===== src/rtl/uart_pkg.sv =====
// Constants and helpers shared by the UART receiver, transmitter and their FIFOs.
package uart_pkg;

  localparam int UART_DATA_W = 8;
  // 100 MHz system clock over 115200 baud.
  localparam int UART_BAUD_TICK_DEFAULT = 868;

  // Width of an occupancy counter that must represent 0..depth inclusive.
  function automatic int uart_level_w(input int depth);
    if (depth <= 1) return 1;
    return $clog2(depth) + 1;
  endfunction

endpackage


===== src/rtl/uart_fifo_mem.sv =====
// Simple dual-port storage array: synchronous write, asynchronous read.
// Shared between the RX and TX FIFOs.
module uart_fifo_mem
  import uart_pkg::*;
#(
  parameter int DATA_W = UART_DATA_W,
  parameter int DEPTH  = 16,
  parameter int AW     = $clog2(DEPTH)
) (
  input  logic              clk,
  input  logic              wr_en,
  input  logic [AW-1:0]     wr_addr,
  input  logic [DATA_W-1:0] wr_data,
  input  logic [AW-1:0]     rd_addr,
  output logic [DATA_W-1:0] rd_data
);

  logic [DATA_W-1:0] mem [DEPTH];

  always_ff @(posedge clk) begin
    if (wr_en) mem[wr_addr] <= wr_data;
  end

  assign rd_data = mem[rd_addr];

endmodule


===== src/rtl/uart_rx_fifo.sv =====
// First-word-fall-through receive FIFO behind the UART receiver, with sticky overrun.
// Optional threshold interrupt enabled by defining UART_RX_FIFO_THRESH_EN.
module uart_rx_fifo
  import uart_pkg::*;
#(
  parameter int DATA_W = UART_DATA_W,
  parameter int DEPTH  = 16,
  parameter int THRESH = 8
) (
  input  logic                             clk,
  input  logic                             rst_n,
  input  logic [DATA_W-1:0]                in_data,
  input  logic                             in_valid,
  output logic [DATA_W-1:0]                out_data,
  output logic                             out_valid,
  input  logic                             out_ready,
  output logic [uart_level_w(DEPTH)-1:0]   level,
  output logic                             overrun,
  input  logic                             clr_overrun,
`ifdef UART_RX_FIFO_THRESH_EN
  output logic                             thresh_irq,
`endif
  input  logic                             flush
);

  localparam int AW = $clog2(DEPTH);
  localparam int LW = uart_level_w(DEPTH);

  logic [AW-1:0]     rd_ptr_reg, rd_ptr_next, wr_ptr_reg, wr_ptr_next;
  logic [LW-1:0]     level_reg, level_next;
  logic [DATA_W-1:0] out_data_reg, out_data_next, mem_rd_data;
  logic              overrun_reg, overrun_next;
  logic              full, empty, pop, push, drop, wr_en;

  assign full  = (level_reg == LW'(DEPTH));
  assign empty = (level_reg == '0);
  assign pop   = !empty && out_ready;
  assign push  = in_valid && (!full || pop);
  assign drop  = in_valid && full && !pop;

  // The read port looks at the post-edge head so out_data can be registered.
  uart_fifo_mem #(.DATA_W(DATA_W), .DEPTH(DEPTH), .AW(AW)) u_mem (
    .clk     (clk),
    .wr_en   (wr_en),
    .wr_addr (wr_ptr_reg),
    .wr_data (in_data),
    .rd_addr (rd_ptr_next),
    .rd_data (mem_rd_data)
  );

  always_comb begin
    rd_ptr_next   = rd_ptr_reg;
    wr_ptr_next   = wr_ptr_reg;
    level_next    = level_reg;
    wr_en         = 1'b0;
    out_data_next = out_data_reg;
    if (flush) begin
      rd_ptr_next = '0;
      wr_ptr_next = '0;
      level_next  = '0;
    end else begin
      wr_en = push;
      if (push) wr_ptr_next = wr_ptr_reg + AW'(1);
      if (pop)  rd_ptr_next = rd_ptr_reg + AW'(1);
      if (push && !pop)      level_next = level_reg + LW'(1);
      else if (pop && !push) level_next = level_reg - LW'(1);
    end
    // Head slot being written this edge is not yet in the array: forward it.
    if (level_next != '0)
      out_data_next = (wr_en && (wr_ptr_reg == rd_ptr_next)) ? in_data : mem_rd_data;
    if (drop && !flush)   overrun_next = 1'b1;
    else if (clr_overrun) overrun_next = 1'b0;
    else                  overrun_next = overrun_reg;
  end

  always_ff @(posedge clk) begin
    if (!rst_n) begin
      rd_ptr_reg   <= '0;
      wr_ptr_reg   <= '0;
      level_reg    <= '0;
      out_data_reg <= '0;
      overrun_reg  <= 1'b0;
    end else begin
      rd_ptr_reg   <= rd_ptr_next;
      wr_ptr_reg   <= wr_ptr_next;
      level_reg    <= level_next;
      out_data_reg <= out_data_next;
      overrun_reg  <= overrun_next;
    end
  end

`ifdef UART_RX_FIFO_THRESH_EN
  logic thresh_irq_reg;

  always_ff @(posedge clk) begin
    if (!rst_n || flush) thresh_irq_reg <= 1'b0;
    else                 thresh_irq_reg <= (level_reg >= LW'(THRESH));
  end

  assign thresh_irq = thresh_irq_reg;
`endif

  assign out_data  = out_data_reg;
  assign out_valid = !empty;
  assign level     = level_reg;
  assign overrun   = overrun_reg;

endmodule


===== config.mk =====
export PLATFORM = sky130hd
export DESIGN_NAME = uart_rx_fifo
export DESIGN_NICKNAME = d
export VERILOG_FILES = /design/src/rtl/uart_pkg.sv /design/src/rtl/uart_fifo_mem.sv /design/src/rtl/uart_rx_fifo.sv
export SDC_FILE = /design/constraint.sdc
export NUM_CORES = 1
export LEC_CHECK = 0
export ABC_AREA = 1
export CAP_MARGIN = 20
export CORE_MARGIN = 2
export CORE_UTILIZATION = 60
export DETAILED_ROUTE_END_ITERATION = 16
export PLACE_DENSITY = 0.79
export SYNTH_ARGS = -nofsm -noshare
export SYNTH_HDL_FRONTEND = slang
export SYNTH_SLANG_ARGS = --single-unit

===== constraint.sdc =====
create_clock -name clk -period 2.5 [get_ports clk]
set_input_delay 0.375 -clock clk [delete_from_list [all_inputs] [get_ports clk]]
set_output_delay 0.375 -clock clk [all_outputs]
set_load 0.02 [all_outputs]

==> metrics.yaml <==
status: "finished clean"
hp-class: "flip-flop to flip-flop"
grt_pass1_vias: 5145
fmax_mhz: 430
largest_reg_flops: 128
hold_viol_final: 0
slew_violations: 0
vias: 5541
crit_arrival_ns: 2.64
netlist_area_mm2: 0.00711
drt-total-wl_um: 17300
overflow: 0
regToRegSetupSlack_ns: 0.18
gp_congestion: 0.948
synth_compound_area_share_pct: 3.04
synth_top_family_by_area: "simple AND/OR/NAND/NOR gates"
rsz0062_at_grt: "false"
ios: 29
cts_root_buffer: "clkbuf_16"
muxShareOfSynthArea_pct: 0
rows: 39
cp-start-kind: "flip-flop"
pre_cts_slack_ns: -0.109
power_density_mw_per_mm2: 716
netlist_top_cells_area: "edfxtp_1 54%, nand3_1 8.2%, inv_1 7.0%"
area_delta_synth_final_pct: 18.0
netlist_instances: 736
drc_errors: 0
cts_sinks: 150
die_area_mm2: 0.0127
numCtsBuffers: 17
tightest_slew_ns: 0.706
grt_max_degree: 55
fin_skew_ns: 0.00565
die_w_um: 113
post-route-period-util_pct: 93.0
cts_hold_buf: 0
crit_type: "flip-flop to flip-flop"
core_area_mm2: 0.0115
dr.first_iter.drc_count: 609
fin_ws_ns: 0.175
peakVddDrop_mv: 0.604
clk_latency_ns: 0.42
start_util_pct: 62.0
detail-route-antenna-nets: 0
synth_cell_types: 32
synthAdderAreaFrac_pct: 1.23
antenna_found_initial: 0
wl_per_cell_um: 18.2
dieHeight_um: 113
synthesis.nets: 757
maxSlewHeadroom_pct: 52.8
maxCapViolCount: 0
synthSimpleGateAreaFrac_pct: 24.9
ys_seq_area_share_pct: 60.3
setup_violations: 0
setup_tns_ns: 0
synth_top_area_share_pct: 54.1
dpl.hpwl_um: 10900
nets: 815
crit_path_end_kind: "flip-flop"
finalCriticalPeriod_ns: 2.32
synth-seq-cells: 150
synth_top_cell_by_area: "edfxtp_1"
leakage_nw: 3.55
layout-drive-gt1-share_pct: 12.5
worstPathRequired_ns: 2.81
cts_tree: "built"
cts_buffer_depth: 2
dr.pass1.iters: 7
grt_use_total_pct: 27.6
worst-path-max-fanout: 27
grt_first_pass_wirelength_um: 26800
io_buffers: 28
synth_xor_area_share_pct: 0.739
num_antenna_cells: 0
clk_pin_slew_ns: 0.06
yosys_warnings: 0
timing.hold.ws_ns: 0.465
syn_avg_cell_area_um2: 9.66
drt-vias-per-instance: 5.83
htree_num_levels: 4
layout make-up:
type,instances,area (um2)
clock inverter,13,88.8
clock buffer,19,433
timing repair buffer,75,733
fill,792,3080
inverter,137,514
sequential,150,4290
tap,143,179
multi-input combinational,413,2160
report_power, final:
part / total (mW) / internal [mW] / switching [mW]
Sequential: 2.79 / 2.76 / 0.0315
Combinational: 0.928 / 0.339 / 0.589
Clock: 2.29 / 1.34 / 0.950
cell usage after synthesis, drive strengths merged:
| cell | count |
|---|---|
| a21oi | 12 |
| buf | 28 |
| clkbuf | 9 |
| clkinv | 2 |
| dfxtp | 22 |
| edfxtp | 128 |
| ha | 7 |
| inv | 135 |
| nand2 | 131 |
| nand3 | 122 |
| nand3b | 1 |
| nand4 | 54 |
| nor2 | 53 |
| o211ai | 7 |
| o21ai | 16 |
| o31ai | 1 |
| o32ai | 1 |
| or2 | 1 |
| xnor2 | 2 |
| xor2 | 4 |
path summary, 6_finish.rpt:
path	start	to	cells after the start
max reg2reg	level[0]	out_data[3]	14
min	out_data[0]	out_data[0]	2
max	level[0]	out_data[3]	14
min reg2reg	out_data[0]	out_data[0]	2
layout by cell type (no fill, tap or decap), types with 2 or more instances in the layout:
cell	count
ha_1	6
nor2_1	47
o211ai_1	7
nor2_4	3
a21oi_2	3
dfxtp_1	20
a21oi_1	9
buf_6	2
nand3_2	4
o21ai_0	14
clkdlybuf4s50_1	28
xnor2_1	2
inv_1	132
buf_4	38
xor2_1	4
clkinv_1	8
nand4_1	53
nand3_1	116
clkbuf_16	18
nand2_4	2
edfxtp_1	128
nor2_2	3
buf_12	6
nand3_4	3
o21ai_1	2
inv_2	3
clkbuf_1	2
nand2_1	124
clkinv_2	4
nand2_2	4
dfxtp_2	2
per-layer routing:
metal,share of wire (%),GRT usage [%]
met1,41,37.4
met2,46,42.6
met3,9.7,7.50
met4,3.1,11.7
met5,0,0
critical path, cell delays in order (launching register included):
cell and delay (ns):
dfxtp_2 0.34, inv_1 0.10, ha_2 0.25, nand3_4 0.13
nand2_4 0.18, nand2_8 0.12, nand3_4 0.14, buf_12 0.20
nand2_1 0.07, nand3_1 0.08, nand3_1 0.15, nand3_1 0.16
nand3_1 0.10, nand2_1 0.09, a21oi_1 0.06
per-stage QoR:
step | cells | total power [mW] | area, um2 | utilization, %
after CTS | 947 | 5.96 | 8300 | 72.4
after global routing | 950 | 6.19 | 8390 | 73.2
after global placement | 915 | 3.67 | 7780 | 67.9
after detailed placement | 915 | 3.70 | 7780 | 67.9
after floorplan | 736 | 3.38 | 7110 | -
final | 950 | 6.01 | 8390 | 73.2
what timing repair did:
action | 4_1_cts | 5_1_grt
gates resized for setup | 0 | 9
setup buffers | 0 | 1
endpoints found under the setup margin | 0 | 8
logic make-up after synthesis:
group / after synthesis
fa+ha+maj: 7
compound gates: 37
simple gates: 362
xor+xnor: 6
buf+inv: 174
flops: 150
Power figures use the tool's default switching activity.
==> RTL change 1, RTL diff (same flow settings) <==
Register the output `level` once more, cleared by the reset; this adds one clock of latency there. The other outputs are not delayed to match.
--- a/src/rtl/uart_rx_fifo.sv
+++ b/src/rtl/uart_rx_fifo.sv
@@ -104,3 +104,9 @@
   assign out_valid = !empty;
-  assign level     = level_reg;
+  always_ff @(posedge clk) begin
+    if (!rst_n) begin
+      level <= '0;
+    end else begin
+      level <= level_reg;
+    end
+  end
   assign overrun   = overrun_reg;
Formal check against the unedited RTL: not equivalent (Yosys sat finds a counterexample within 4 cycles, from zero or initial values and one cycle with rst_n low).
==> RTL change 1 against the unedited design <==
Cell count rose by 2.8%. Count of clock-buffer cells in the layout fell by 1. Fmax rose by 1.2%. Combinational power fell by 7.0%. Cell area rose by 2.7%. Worst setup slack improved by 0.027 ns. Sequential cell count rose by 5. Routed wire length rose by 5.1%. Total power rose by 5.5%. Area after synthesis rose by 3.9%. First-iteration DRC count rose by 37%. Die area rose by 3.8%.
==> RTL change 1: results (changes against the unedited design) <==
status:
  status: "complete, no violations"
setup_path:
  r2r-end: "out_data[1]"
  cp.arrival_ns: 2.66  # +0.02 ns
  worstPathMaxFanout: 8  # -70%
hold_path:
  min_from: "level_reg[4]"
  hold_end: "level[4]"
timing:
  whs_ns: 0.4426  # -0.02234 ns
  worst_pin_slew_ns: 0.7535  # +0.04715 ns
  skew_ns: 0.004178  # -0.001468 ns
global_route:
  grt_use_met2_pct: 45.96  # +3.3 points
  grt_max_degree: 58  # +5.5%
  grt_pass1_wl_um: 28640  # +6.9%
  use_met1_pct: 38.57  # +1.2 points
  antenna_found_initial: 0  # unchanged
  use_met3_pct: 6.009  # -1.5 points
  first_global_vias: 5490  # +6.7%
routing:
  wl_met3_um: 1630  # -2.6%
  wl_met2_um: 8714  # +8.7%
  met1_length_um: 7161  # +1.0%
  drtIter0Drc: 833  # +37%
  wl_um: 18200  # +5.1%
synthesis:
  synthTopCellsByCount: "inv_1 (154), edfxtp_1 (128), nand2_1 (125)"
  async_reset_ff_share_pct: 0  # unchanged
  synth_area_leaders: "edfxtp_1 (52%), nand3_1 (8.3%), inv_1 (7.8%)"
  syn_nets: 792  # +4.6%
  synth_cell_type_count: 34  # +6.3%
placed_design:
  dpl.hpwl_um: 11760  # +7.8%
layout:
  nets: 838  # +2.8%
power:
  p_int_w: 0.004718  # +6.3%
  leakage_nw: 3.733  # +5.2%
  ir_drop_mv: 0.5585  # -7.6%
  clkPwrFrac_pct: 40.9  # +2.8 points
## RTL change 1: worst max path at each step
| stage | start | end | slack (ns) | cells past startpoint |
|---|---|---|---|---|
| 6_report | level_reg[0] | out_data[1] | 0.20 | 14 |
| 5_1_grt | level_reg[1] | out_data[4] | 0.006 | 15 |
| 4_1_cts | level_reg[0] | out_data[1] | 0.15 | 13 |
| 3_5_place_dp | out_ready | out_data[2] | 0.08 | 11 |
| 3_3_place_gp | out_ready | out_data[6] | 0.1 | 11 |
| 2_1_floorplan | level_reg[0] | u_mem.mem[0][0] | 0.49 | 9 |
## RTL change 1: final cells by class
class / count / area, µm²
inverter: 159 / 596.8
fill: 805 / 3395
multi-input combinational: 418 / 2213
clock inverter: 14 / 167.7
tap: 147 / 183.9
clock buffer: 18 / 429.2
timing repair buffer: 66 / 640.6
sequential: 155 / 4385
## RTL change 1: cells by family (layout without fill, tap and decap cells)
group	count (synthesis)	count (layout)	share of synthesized area (%)
buf+inv	199	257	10.91
fa+ha+maj	7	7	1.186
xor+xnor	5	5	0.5929
flops	155	155	59.36
compound gates	31	31	2.406
simple gates	374	375	25.55
## RTL change 1: through the flow
step | cells | total power (W) | worst slack [ns] | utilization [%] | instance area [µm²]
3_3_place_gp | 944 | 0.003748 | 0.09951 | 66.66 | 8006
3_5_place_dp | 944 | 0.003771 | 0.08014 | 66.66 | 8006
4_1_cts | 976 | 0.006330 | 0.1467 | 71.63 | 8603
5_1_grt | 977 | 0.006525 | 0.006193 | 71.74 | 8617
2_1_floorplan | 771 | 0.003446 | 0.4892 | - | 7386
6_report | 977 | 0.006341 | 0.2019 | 71.74 | 8617
## RTL change 1: repair_timing
action                                  4_1_cts  5_1_grt
hold endpoints to repair                      0        0
endpoints found under the setup margin        0        8
resized for setup                             0        4
==> RTL change 2, RTL diff (config.mk and constraints unchanged) <==
Without the edit above. `DEPTH` is set to 16 in 2 places; all go to 32.
--- a/src/rtl/uart_fifo_mem.sv
+++ b/src/rtl/uart_fifo_mem.sv
@@ -6,3 +6,3 @@
   parameter int DATA_W = UART_DATA_W,
-  parameter int DEPTH  = 16,
+  parameter int DEPTH  = 32,
   parameter int AW     = $clog2(DEPTH)
--- a/src/rtl/uart_rx_fifo.sv
+++ b/src/rtl/uart_rx_fifo.sv
@@ -6,3 +6,3 @@
   parameter int DATA_W = UART_DATA_W,
-  parameter int DEPTH  = 16,
+  parameter int DEPTH  = 32,
   parameter int THRESH = 8
Ports: changed (resized level); port bits go from 29 to 30. The function was not compared with the original's and may differ.
==> RTL change 2 against the unedited design <==
Worst setup slack lost 0.087 ns. Non-clock buffer count grew 59. Count of clock-buffer cells in the layout grew 16. Routed wire length grew 96%. Sequential cell count grew 131. Sequential power grew 88%. Total power grew 83%. Area after synthesis grew 87%. Critical endpoint unchanged. Cell area grew 84%. Via count grew 87%.
==> RTL change 2: results (changes against the unedited design) <==
global_route:
  grt_pass1_wl_um: 53430  # +99%
  first_global_vias: 9834  # +91%
  track_usage_pct: 29.15  # +1.5 points
  grt_max_degree: 84  # +53%
layout:
  sh_seq_area_pct: 53.03  # +1.9 points
  largest_reg_flops: 256  # +100%
  nets: 1460  # +79%
  fillers: 1513  # +91%
  inv_count: 283  # +110%
  multi_input_area_um2: 3660  # +70%
  n_all_buffers: 134  # +79%
  drive_above_1_share_pct: 12.43  # -0.084 points
  nFlopsAndLatches: 281  # +87%
  utilization_pct: 70.96  # -2.2 points
  multi_input_gates: 711  # +72%
  clock_area_share_pct: 5.568  # -0.65 points
  nClkBuffers: 35  # +16
  nonClkBufAreaFrac_pct: 8.526  # -0.21 points
hold_path:
  hold_end: "overrun"
  hold_path_class: "input port to register"
  holdPathStages: 3  # +1
clocking:
  numCtsBuffers: 28  # +11
  htreeDepth: 1  # -3
  clkLatencyLatePin_ns: 0.54  # +0.12 ns
  cts_buffer_depth: 3  # +1
timing:
  whs_ns: 0.4920  # +0.02704 ns
  finalWorstSetupSlack_ns: 0.08858  # -0.08678 ns
  skew_ns: 0.008037  # +0.002390 ns
  worst_pin_slew_ns: 0.6970  # -0.009415 ns
synthesis:
  synth.top_cell.area_share_pct: 57.92  # +3.9 points
  syn_area_um2: 13270  # +87%
  synth-edff-count: 256  # +100%
  ys_seq_area_share_pct: 61.69  # +1.4 points
  synth_cells: 1360  # +85%
  synth_area_leaders: "edfxtp_1 (58%), nand3_1 (10%), inv_1 (7.7%)"
  synthTopCellsByCount: "inv_1 (274), nand3_1 (268), edfxtp_1 (256)"
placed_design:
  gp_congestion: 1.008  # +6.2%
  post-place-ws_ns: 0.003162  # +0.1119 ns
  post_dp_cell_area_um2: 14570  # +87%
  dp_cells: 1689  # +85%
  portBuffers: 29  # +3.6%
  dpl.hpwl_um: 21930  # +100%
setup_path:
  worstPathMaxFanout: 30  # +11%
  cp-endpoint: "out_data[3]"
  crit_path_top_delay_cell: "dfxtp_1"
  cp.arrival_ns: 2.84  # +0.20 ns
power:
  leakage_nw: 6.606  # +86%
  ir_drop_mv: 0.4364  # -28%
routing:
  drtIter0Drc: 1184  # +94%
  wl_um: 33910  # +96%
  routed_via_density: 5.966  # +2.3%
  avgRoutedWirePerCell_um: 19.53  # +7.2%
status:
  status: "complete, no violations"
==> RTL change 2: where the power goes <==
group | leakage [nW] | internal, W | switching (W)
registers | 2.51 | 0.00518 | 0.0000608
logic | 3.67 | 0.000633 | 0.00115
clock network | 0.426 | 0.00230 | 0.00166
total | 6.61 | 0.00812 | 0.00287
==> RTL change 2: per-layer routing <==
layer  wire length [µm]  vias up  part of all wire [%]  track usage, %
met5                  0        -                     0               0
met4               1633        0                   4.8           13.54
met3               3339      117                   9.8           4.380
met2              16150      641                    48           47.34
met1              12790     4854                    38           39.15
li1                   -     4745                     -               -
==> RTL change 2: kinds of logic after synthesis <==
logic type | share of synthesized area [%]
AO/OA/AOI/OAI | 1.791
XOR/XNOR | 0.7259
adder cells (fa/ha/maj) | 0.6598
buffers and inverters | 11.06
flip-flops | 61.69
AND/OR/NAND/NOR | 24.08
